==> config.mk <==
export PLATFORM = sky130hd
export DESIGN_NAME = mem_stage_sram_flat
export DESIGN_NICKNAME = d
export VERILOG_FILES = /design/src/rtl/mem_pkg.sv /design/src/rtl/mem_stage_sram_if.sv /design/src/rtl/mem_stage_sram.sv /design/src/flat_wrapper.sv
export SDC_FILE = /design/constraint.sdc
export NUM_CORES = 1
export LEC_CHECK = 0
export BUFFER_PORTS_ARGS = -buffer_cell sky130_fd_sc_hd__buf_4
export CAP_MARGIN = 25
export CORE_MARGIN = 2
export CORE_UTILIZATION = 35
export CTS_CLUSTER_DIAMETER = 60
export CTS_CLUSTER_SIZE = 20
export DETAILED_ROUTE_END_ITERATION = 8
export PLACE_DENSITY = 0.62
export SLEW_MARGIN = 20
export SYNTH_ARGS = -nofsm -noshare
export SYNTH_HDL_FRONTEND = slang
export SYNTH_SLANG_ARGS = --single-unit
==> constraint.sdc <==
create_clock -name clk -period 2.62 [get_ports clk]
set_input_delay 0.393 -clock clk [delete_from_list [all_inputs] [get_ports clk]]
set_output_delay 0.393 -clock clk [all_outputs]
set_load 0.005 [all_outputs]
==> src/rtl/mem_pkg.sv <==
// Shared constants, FSM state type and address helper for the SRAM-backed MEM stage.
package mem_pkg;

   localparam int unsigned SRAM_BASE     = 1024;
   localparam int unsigned SRAM_ADDR_W   = 18;
   localparam int unsigned SRAM_DATA_W   = 16;
   localparam int unsigned SRAM_WAIT_DEF = 2;

   // One 32-bit word occupies two consecutive 16-bit SRAM locations.
   localparam int unsigned WORD_IDX_W = SRAM_ADDR_W - 1;

   typedef enum logic [1:0] {
      StIdle,
      StLow,
      StHigh,
      StDone
   } mem_state_e;

   // Byte address to word index relative to the SRAM window; wraps modulo 2^WORD_IDX_W.
   function automatic logic [WORD_IDX_W-1:0] word_index(input logic [31:0] byte_addr);
      logic [31:0] off;
      off = byte_addr - SRAM_BASE;
      return WORD_IDX_W'(off >> 2);
   endfunction

endpackage

==> src/rtl/mem_stage_sram_if.sv <==
// External 16-bit SRAM bus: the MEM stage is the master, the memory device the slave.
interface mem_stage_sram_if;
   import mem_pkg::*;

   logic [SRAM_ADDR_W-1:0] SRAM_ADDR;
   logic                   SRAM_WE_N;
   logic [SRAM_DATA_W-1:0] SRAM_DQ_out;
   logic                   SRAM_DQ_oe;
   logic [SRAM_DATA_W-1:0] SRAM_DQ_in;

   modport master (
      output SRAM_ADDR,
      output SRAM_WE_N,
      output SRAM_DQ_out,
      output SRAM_DQ_oe,
      input  SRAM_DQ_in
   );

   modport slave (
      input  SRAM_ADDR,
      input  SRAM_WE_N,
      input  SRAM_DQ_out,
      input  SRAM_DQ_oe,
      output SRAM_DQ_in
   );

endinterface

==> src/rtl/mem_stage_sram.sv <==
// MEM pipeline stage backed by a 16-bit external SRAM. Each 32-bit load/store is split into a
// low-half and a high-half access, each held for SRAM_WAIT cycles, while the pipeline is frozen.
module mem_stage_sram
   import mem_pkg::*;
#(
   parameter int unsigned SRAM_WAIT = SRAM_WAIT_DEF
) (
   input  logic                 clk,
   input  logic                 rst,
   input  logic                 WB_en_in,
   input  logic                 MEM_R_en_in,
   input  logic                 MEM_W_en_in,
   input  logic [31:0]          ALU_result_in,
   input  logic [31:0]          Val_Rm_in,
   input  logic [3:0]           Dest_in,
   output logic                 WB_en,
   output logic                 MEM_R_en,
   output logic [31:0]          ALU_result,
   output logic [31:0]          Mem_read_value,
   output logic [3:0]           Dest,
   output logic                 ready,
   mem_stage_sram_if.master     sram
);

   localparam int unsigned    CNT_W    = $clog2(SRAM_WAIT) + 1;
   localparam logic [CNT_W-1:0] CNT_LAST = CNT_W'(SRAM_WAIT - 1);

   mem_state_e             state;
   logic [CNT_W-1:0]       wait_cnt;
   logic [WORD_IDX_W-1:0]  idx;
   logic [31:0]            wdata;
   logic                   op_store;
   // Only the low half needs buffering: the high half arrives in the same cycle the
   // assembled word is written to read_value.
   logic [SRAM_DATA_W-1:0] rd_buf_lo;
   logic [31:0]            read_value;

   logic req;
   logic last_wait;

   assign req       = MEM_R_en_in | MEM_W_en_in;
   assign last_wait = (wait_cnt == CNT_LAST);

   // FSM, wait counter, request capture and load data assembly.
   always_ff @(posedge clk) begin
      if (rst) begin
         state      <= StIdle;
         wait_cnt   <= '0;
         idx        <= '0;
         wdata      <= '0;
         op_store   <= 1'b0;
         rd_buf_lo  <= '0;
         read_value <= '0;
      end else begin
         unique case (state)
            StIdle: begin
               if (req) begin
                  idx      <= word_index(ALU_result_in);
                  wdata    <= Val_Rm_in;
                  // A simultaneous read and write request is treated as a store.
                  op_store <= MEM_W_en_in;
                  wait_cnt <= '0;
                  state    <= StLow;
               end
            end
            StLow: begin
               if (last_wait) begin
                  if (!op_store) begin
                     rd_buf_lo <= sram.SRAM_DQ_in;
                  end
                  wait_cnt <= '0;
                  state    <= StHigh;
               end else begin
                  wait_cnt <= wait_cnt + 1'b1;
               end
            end
            StHigh: begin
               if (last_wait) begin
                  if (!op_store) begin
                     read_value <= {sram.SRAM_DQ_in, rd_buf_lo};
                  end
                  wait_cnt <= '0;
                  state    <= StDone;
               end else begin
                  wait_cnt <= wait_cnt + 1'b1;
               end
            end
            StDone: begin
               state <= StIdle;
            end
            default: begin
               state <= StIdle;
            end
         endcase
      end
   end

   // Pipeline pass-through and stall signalling; write-back is suppressed while frozen.
   always_comb begin
      ready          = (state == StDone) || ((state == StIdle) && !req);
      WB_en          = WB_en_in & ready;
      MEM_R_en       = MEM_R_en_in;
      ALU_result     = ALU_result_in;
      Dest           = Dest_in;
      Mem_read_value = read_value;
   end

   // SRAM bus decoded from the registered state, address and store data.
   always_comb begin
      sram.SRAM_ADDR   = '0;
      sram.SRAM_WE_N   = 1'b1;
      sram.SRAM_DQ_out = '0;
      sram.SRAM_DQ_oe  = 1'b0;
      unique case (state)
         StLow: begin
            sram.SRAM_ADDR = {idx, 1'b0};
            if (op_store) begin
               sram.SRAM_WE_N   = 1'b0;
               sram.SRAM_DQ_oe  = 1'b1;
               sram.SRAM_DQ_out = wdata[15:0];
            end
         end
         StHigh: begin
            sram.SRAM_ADDR = {idx, 1'b1};
            if (op_store) begin
               sram.SRAM_WE_N   = 1'b0;
               sram.SRAM_DQ_oe  = 1'b1;
               sram.SRAM_DQ_out = wdata[31:16];
            end
         end
         default: ;
      endcase
   end

   // Write strobe must never be asserted without driving the data bus.
   a_we_has_oe : assert property (@(posedge clk) disable iff (rst)
      !sram.SRAM_WE_N |-> sram.SRAM_DQ_oe);

   // The completion state lasts exactly one cycle.
   a_done_one_cycle : assert property (@(posedge clk) disable iff (rst)
      (state == StDone) |=> (state == StIdle));

endmodule

==> src/flat_wrapper.sv <==
// flat-port wrapper written by rule: the top's interface ports become plain ports
module mem_stage_sram_flat import mem_pkg::*;
#(
   parameter int unsigned SRAM_WAIT = SRAM_WAIT_DEF
)
  (clk, rst, WB_en_in, MEM_R_en_in, MEM_W_en_in, ALU_result_in, Val_Rm_in, Dest_in, WB_en, MEM_R_en, ALU_result, Mem_read_value, Dest, ready, sram_SRAM_ADDR, sram_SRAM_WE_N, sram_SRAM_DQ_out, sram_SRAM_DQ_oe, sram_SRAM_DQ_in);
  mem_stage_sram_if sram_i ();
  input  logic clk;
  input  logic rst;
  input  logic WB_en_in;
  input  logic MEM_R_en_in;
  input  logic MEM_W_en_in;
  input  logic [31:0] ALU_result_in;
  input  logic [31:0] Val_Rm_in;
  input  logic [3:0] Dest_in;
  output logic WB_en;
  output logic MEM_R_en;
  output logic [31:0] ALU_result;
  output logic [31:0] Mem_read_value;
  output logic [3:0] Dest;
  output logic ready;
  output wire logic [$bits(sram_i.SRAM_ADDR)-1:0] sram_SRAM_ADDR;
  output wire logic [$bits(sram_i.SRAM_WE_N)-1:0] sram_SRAM_WE_N;
  output wire logic [$bits(sram_i.SRAM_DQ_out)-1:0] sram_SRAM_DQ_out;
  output wire logic [$bits(sram_i.SRAM_DQ_oe)-1:0] sram_SRAM_DQ_oe;
  input wire logic [$bits(sram_i.SRAM_DQ_in)-1:0] sram_SRAM_DQ_in;
  assign sram_SRAM_ADDR = sram_i.SRAM_ADDR;
  assign sram_SRAM_WE_N = sram_i.SRAM_WE_N;
  assign sram_SRAM_DQ_out = sram_i.SRAM_DQ_out;
  assign sram_SRAM_DQ_oe = sram_i.SRAM_DQ_oe;
  assign sram_i.SRAM_DQ_in = sram_SRAM_DQ_in;
  mem_stage_sram #(.SRAM_WAIT(SRAM_WAIT)) u_core (.clk(clk), .rst(rst), .WB_en_in(WB_en_in), .MEM_R_en_in(MEM_R_en_in), .MEM_W_en_in(MEM_W_en_in), .ALU_result_in(ALU_result_in), .Val_Rm_in(Val_Rm_in), .Dest_in(Dest_in), .WB_en(WB_en), .MEM_R_en(MEM_R_en), .ALU_result(ALU_result), .Mem_read_value(Mem_read_value), .Dest(Dest), .ready(ready), .sram(sram_i));
endmodule
**Word-level counts from Yosys, hierarchy flattened**

Cells that the tools add are included.

- Flip-flop bits (word level): 102
- Bits of input ports: 89
- Output and inout port bits: 107
- Word-level logic and storage cells: 45

- $add $sub $neg: 2
- Equal/unequal tests: 7
- Mux-type cells: 15
- Bitwise gates (word level): 3
- Reductions and logical operators: 11

Operators with widths:

| operator | number |
|---|---|
| $pmux 18 s2 | 1 |
| $mux 16 | 2 |
| $pmux 16 s2 | 1 |
| $sub 19x11->19 const B | 1 |
| $mux 2 | 5 |
| $reduce_and 3->1 | 3 |
| $pmux 2 s4 | 1 |
| $ne 2x1->1 const B | 3 |
| $eq 2x1->1 const B | 2 |
| $eq 2x2->1 const B | 2 |
| $mux 1 | 4 |
| $pmux 2 s2 | 1 |
| $reduce_and 2->1 | 2 |
| $add 2x1->2 const B | 1 |
| $logic_not 2->1 | 1 |
| $reduce_bool 2->1 | 1 |
| $reduce_or 2->1 | 1 |
| $and 1x1->1 | 1 |
| $logic_and 1x1->1 | 1 |
| $logic_not 1->1 | 1 |
| $logic_or 1x1->1 | 1 |
| $not 1->1 | 1 |
| $or 1x1->1 | 1 |

**Depth between registers and ports, before layout**

- Word-level depth: 5
- Gate-level depth with buffers: 8
- Depth with buffers taken out: 6

**Worst setup path after synthesis**

Ideal clock, no wire load.

- Kind: register to output
- Start point: register u_core.state[1]
- End point: output sram_SRAM_ADDR[10]
- Arrival: 1432 ps
- Data required time: 2227 ps
- Slack: 795 ps
- Cell stages (with the launch flop): 6
- Path buffers: 1
- Cell sequence: dfxtp_1 > inv_1 > ha_1 > nor2b_1 > clkbuf_1 > and2_1

- Cells in the longest elaborated chain, start to end: 2
- Elaborated cells between the ends (all ways): 3
- Those cells by class: eq/ne: 2; mux: 1

RTL lines:

| what | line | text |
|---|---|---|
| start, declared | mem_stage_sram.sv:28 | `mem_state_e state;` |
| start signal, assigned | mem_stage_sram.sv:47 | `state <= StIdle;` |
| start signal, assigned | mem_stage_sram.sv:63 | `state <= StLow;` |
| start signal, assigned | mem_stage_sram.sv:72 | `state <= StHigh;` |
| $eq 2x2->1 or $eq 2x1->1 (tied branches) | mem_stage_sram.sv:114 | `unique case (state)` |
| $pmux 18 s2 * | mem_stage_sram.sv:114 |  |
| end, declared | flat_wrapper.sv:22 | `output wire logic [$bits(sram_i.SRAM_ADDR)-1:0] sram_SRAM_ADDR;` |

Mark *: on every way between the ends. The rest lies on a longest branch, timed or not.

**Worst setup path after layout**

- Start point: register u_core.state[0]
- End point: output sram_SRAM_DQ_out[0]

- Cells in the longest elaborated chain, start to end: 2
- Elaborated cells between the ends (all ways): 3
- Those cells by class: eq/ne: 2; mux: 1

RTL lines:

| what | line | text |
|---|---|---|
| $eq 2x2->1 or $eq 2x1->1 (tied branches) | mem_stage_sram.sv:114 |  |
| $pmux 16 s2 * | mem_stage_sram.sv:114 |  |
| end, declared | flat_wrapper.sv:24 | `output wire logic [$bits(sram_i.SRAM_DQ_out)-1:0] sram_SRAM_DQ_out;` |

Marked as above.

==> flow_summary.ini <==
[clock_network]
cts_hold_buf = 0
htreeDepth = 3
cts_made_buffers = 9
clk_latency_ns = 0.33
post_cts_buffers = 0
cts_resized = 1
cts.clk_slew.worst_paths_ns = 0.07
cts_root_buf = clkbuf_16
clk_path_buf_depth = 2
cts_tree = done
clock_sinks = 102

[power_and_ir_drop]
intPower_uw = 3060
ir_worst_vdd_uv = 492
power_frac_seq_pct = 41.5
p_leak_uw = 0.00235
p_sw_uw = 1500
clkPwrFrac_pct = 28.6
power-per-cell-area_mw_per_mm2 = 799
swShare_pct = 32.9
combPwrFrac_pct = 29.9

[synthesis]
synth_cells = 564
synth-seq-cells = 102
synthArstFlopShare_pct = 0
syn-cell-area_mm2 = 0.00440
synth_area_per_cell_um2 = 7.80
ys_types = 29
syn-num-nets = 659
synth_edf_count = 0
synth_warnings = 0
synth-main-ff-cell = dfxtp_1
yosysSeqAreaShare_pct = 46.4

[floorplanning]
fp-row-count = 40
io_pins = 196
initial_core_util_pct = 36.2
fp.dieH_um = 116
coreArea_mm2 = 0.0122
dieArea_mm2 = 0.0135
die_width_um = 116

[cells_and_area]
n_fill_cell = 1239
insertedDiodeCount = 0
nets = 761
fin_cells = 838
area_growth_pct = 29.6
drive_above_1_share_pct = 28.4

[route]
wl_per_cell_um = 12.8
vias_per_cell = 4.75
ant_nets = 0
route.detailed.drc = 0
met3_length_um = 845
drt-total-wl_mm = 10.7
num_vias = 3983
wl_met2_mm = 4.91
drt_iter0_drc = 225
top_layer = met4
firstDrtPassIters = 4
wirelength_met1_mm = 4.82

[critical_path]
worst_ep_required_time_ns = 2.23
cp-end-kind = output port
critPathMaxFanout = 18
criticalPathCategory = register to output port
startpoint_type = register
rrSetupSlack_ns = 0.71
arrival_ns = 1.95

[timing]
report.final.slew_viol_count = 0
period_share_pct = 89.2
fin_skew_ns = 0.00610
final_hold_viol_count = 0
period_minus_slack_ns = 2.34
slew_headroom_pct = 54.1
fmax_mhz = 428
setup_tns_ns = 0
hold_slack_ns = 0.290
finalSetupViolCount = 0
rsz0062_at_grt = no
tightest_slew_ns = 0.689

[placement]
numPortBuffers = 157
hpwl_mm = 7.38
place.gp.congestion = 0.800
dp.cells = 823

[flow_run]
maxCapViolations = 0

[global_route]
groute.usage.overall_pct = 15.5
grt_pass1_vias = 3662
grt_pass1_wl_mm = 17.0
antenna_found_initial = 0
grt_start_max_net_pins = 64
grt_remaining_overflow = 0

[outcome]
status = finished clean

[hold_path]
hp-class = input port to register
==> registers in the layout, indices dropped and copies added (netlist names) <==
signal and cells:
u_core.Mem_read_value 32, u_core.wdata 32, u_core.idx 17, u_core.rd_buf_lo 16, u_core.state 2, u_core.wait_cnt 2
u_core.op_store 1
==> worst paths after layout <==
check / cells past startpoint / from / to
worst max-delay path: 5 / u_core.state[0] / sram_SRAM_DQ_out[0]
worst min-delay path: 2 / ALU_result_in[10] / u_core.idx[8]
worst max register to register: 6 / u_core.state[0] / u_core.idx[8]
worst min register to register: 2 / u_core.rd_buf_lo[2] / u_core.Mem_read_value[2]
==> cell usage after synthesis (all sizes together) (2+ instances only) <==
cell / instances / share of area [%]
nand2: 184 / 16
dfxtp: 102 / 46
a21oi: 90 / 10
buf: 50 / 8.5
nor2: 30 / 2.6
clkbuf: 24 / 2.0
and2: 20 / 2.8
a22oi: 16 / 2.7
a211oi: 10 / 1.8
ha: 6 / 1.7
inv: 6 / 0.51
xor2: 4 / 0.80
nor3: 3 / 0.34
nor3b: 3 / 0.85
xnor2: 3 / 0.60
mux2i: 2 / 0.46
nor2b: 2 / 0.28
o21ai: 2 / 0.23
==> cell type report <==
class                   instances  area [µm²]  share of cell area, %
clock buffers                  10         229                   4.02
clock inverters                 5        61.3                   1.08
well taps                     168         210                   3.69
multi-input cells             382        1880                   33.0
flip-flops and latches        102        2040                   35.8
inverters                       6        22.5                  0.395
repair buffers                165        1250                   22.0
==> placed cells by master (no fill, tap or decap), types with 2 or more instances in the layout <==
cell type and n:
nand2_1 183, buf_4 164, dfxtp_1 102, a21oi_1 90, nor2_1 30, and2_1 20, a22oi_1 16, a211oi_1 9
clkbuf_16 9, inv_1 6, ha_1 6, xor2_1 4, nor3b_2 3, nor3_1 3, xnor2_1 3, clkinvlp_4 3
mux2i_1 2
==> cells by family after synthesis <==
kind of cell	Yosys count	synth area share, %
AOI/OAI and AO/OA	121	15.6
adders and majority gates	6	1.71
muxes	2	0.455
DFF	102	46.4
xor gates and xnor gates	7	1.39
buffers and inverters	80	11.1
and+or+nand+nor	246	23.3
==> through the flow <==
| stage | cell area, µm² | worst slack (ns) | utilization [%] | total power [µW] |
|---|---|---|---|---|
| after CTS | 5690 | 0.0726 | 46.8 | 4580 |
| after global placement | 5400 | 0.384 | 44.4 | 3230 |
| final | 5700 | 0.282 | 46.9 | 4550 |
| after floorplan | 4400 | 0.795 | - | 2860 |
| after global routing | 5700 | 0.137 | 46.9 | 4840 |
| after detailed placement | 5400 | 0.239 | 44.4 | 3270 |
==> routing by layer <==
metal / vias to the layer above / global-route usage (%)
li1: 1991 / -
met1: 1835 / 20.3
met2: 143 / 25.4
met3: 14 / 3.94
met4: 0 / 4.68
met5: - / 0
==> worst max-delay path: stages (launching register included) <==
cell and delay, ns:
dfxtp_1 0.37, inv_1 0.11, ha_1 0.43, nand2_2 0.30
nor2_1 0.26, buf_4 0.14
==> power by group through the flow <==
stage | Clock (µW) | Combinational, µW | Sequential (µW)
after global placement | 0 | 1310 | 1920
after detailed placement | 0 | 1350 | 1920
after CTS | 1330 | 1360 | 1890
after floorplan | 0 | 963 | 1890
after global routing | 1390 | 1530 | 1920
final | 1300 | 1360 | 1890
Power figures use the tool's default switching activity.
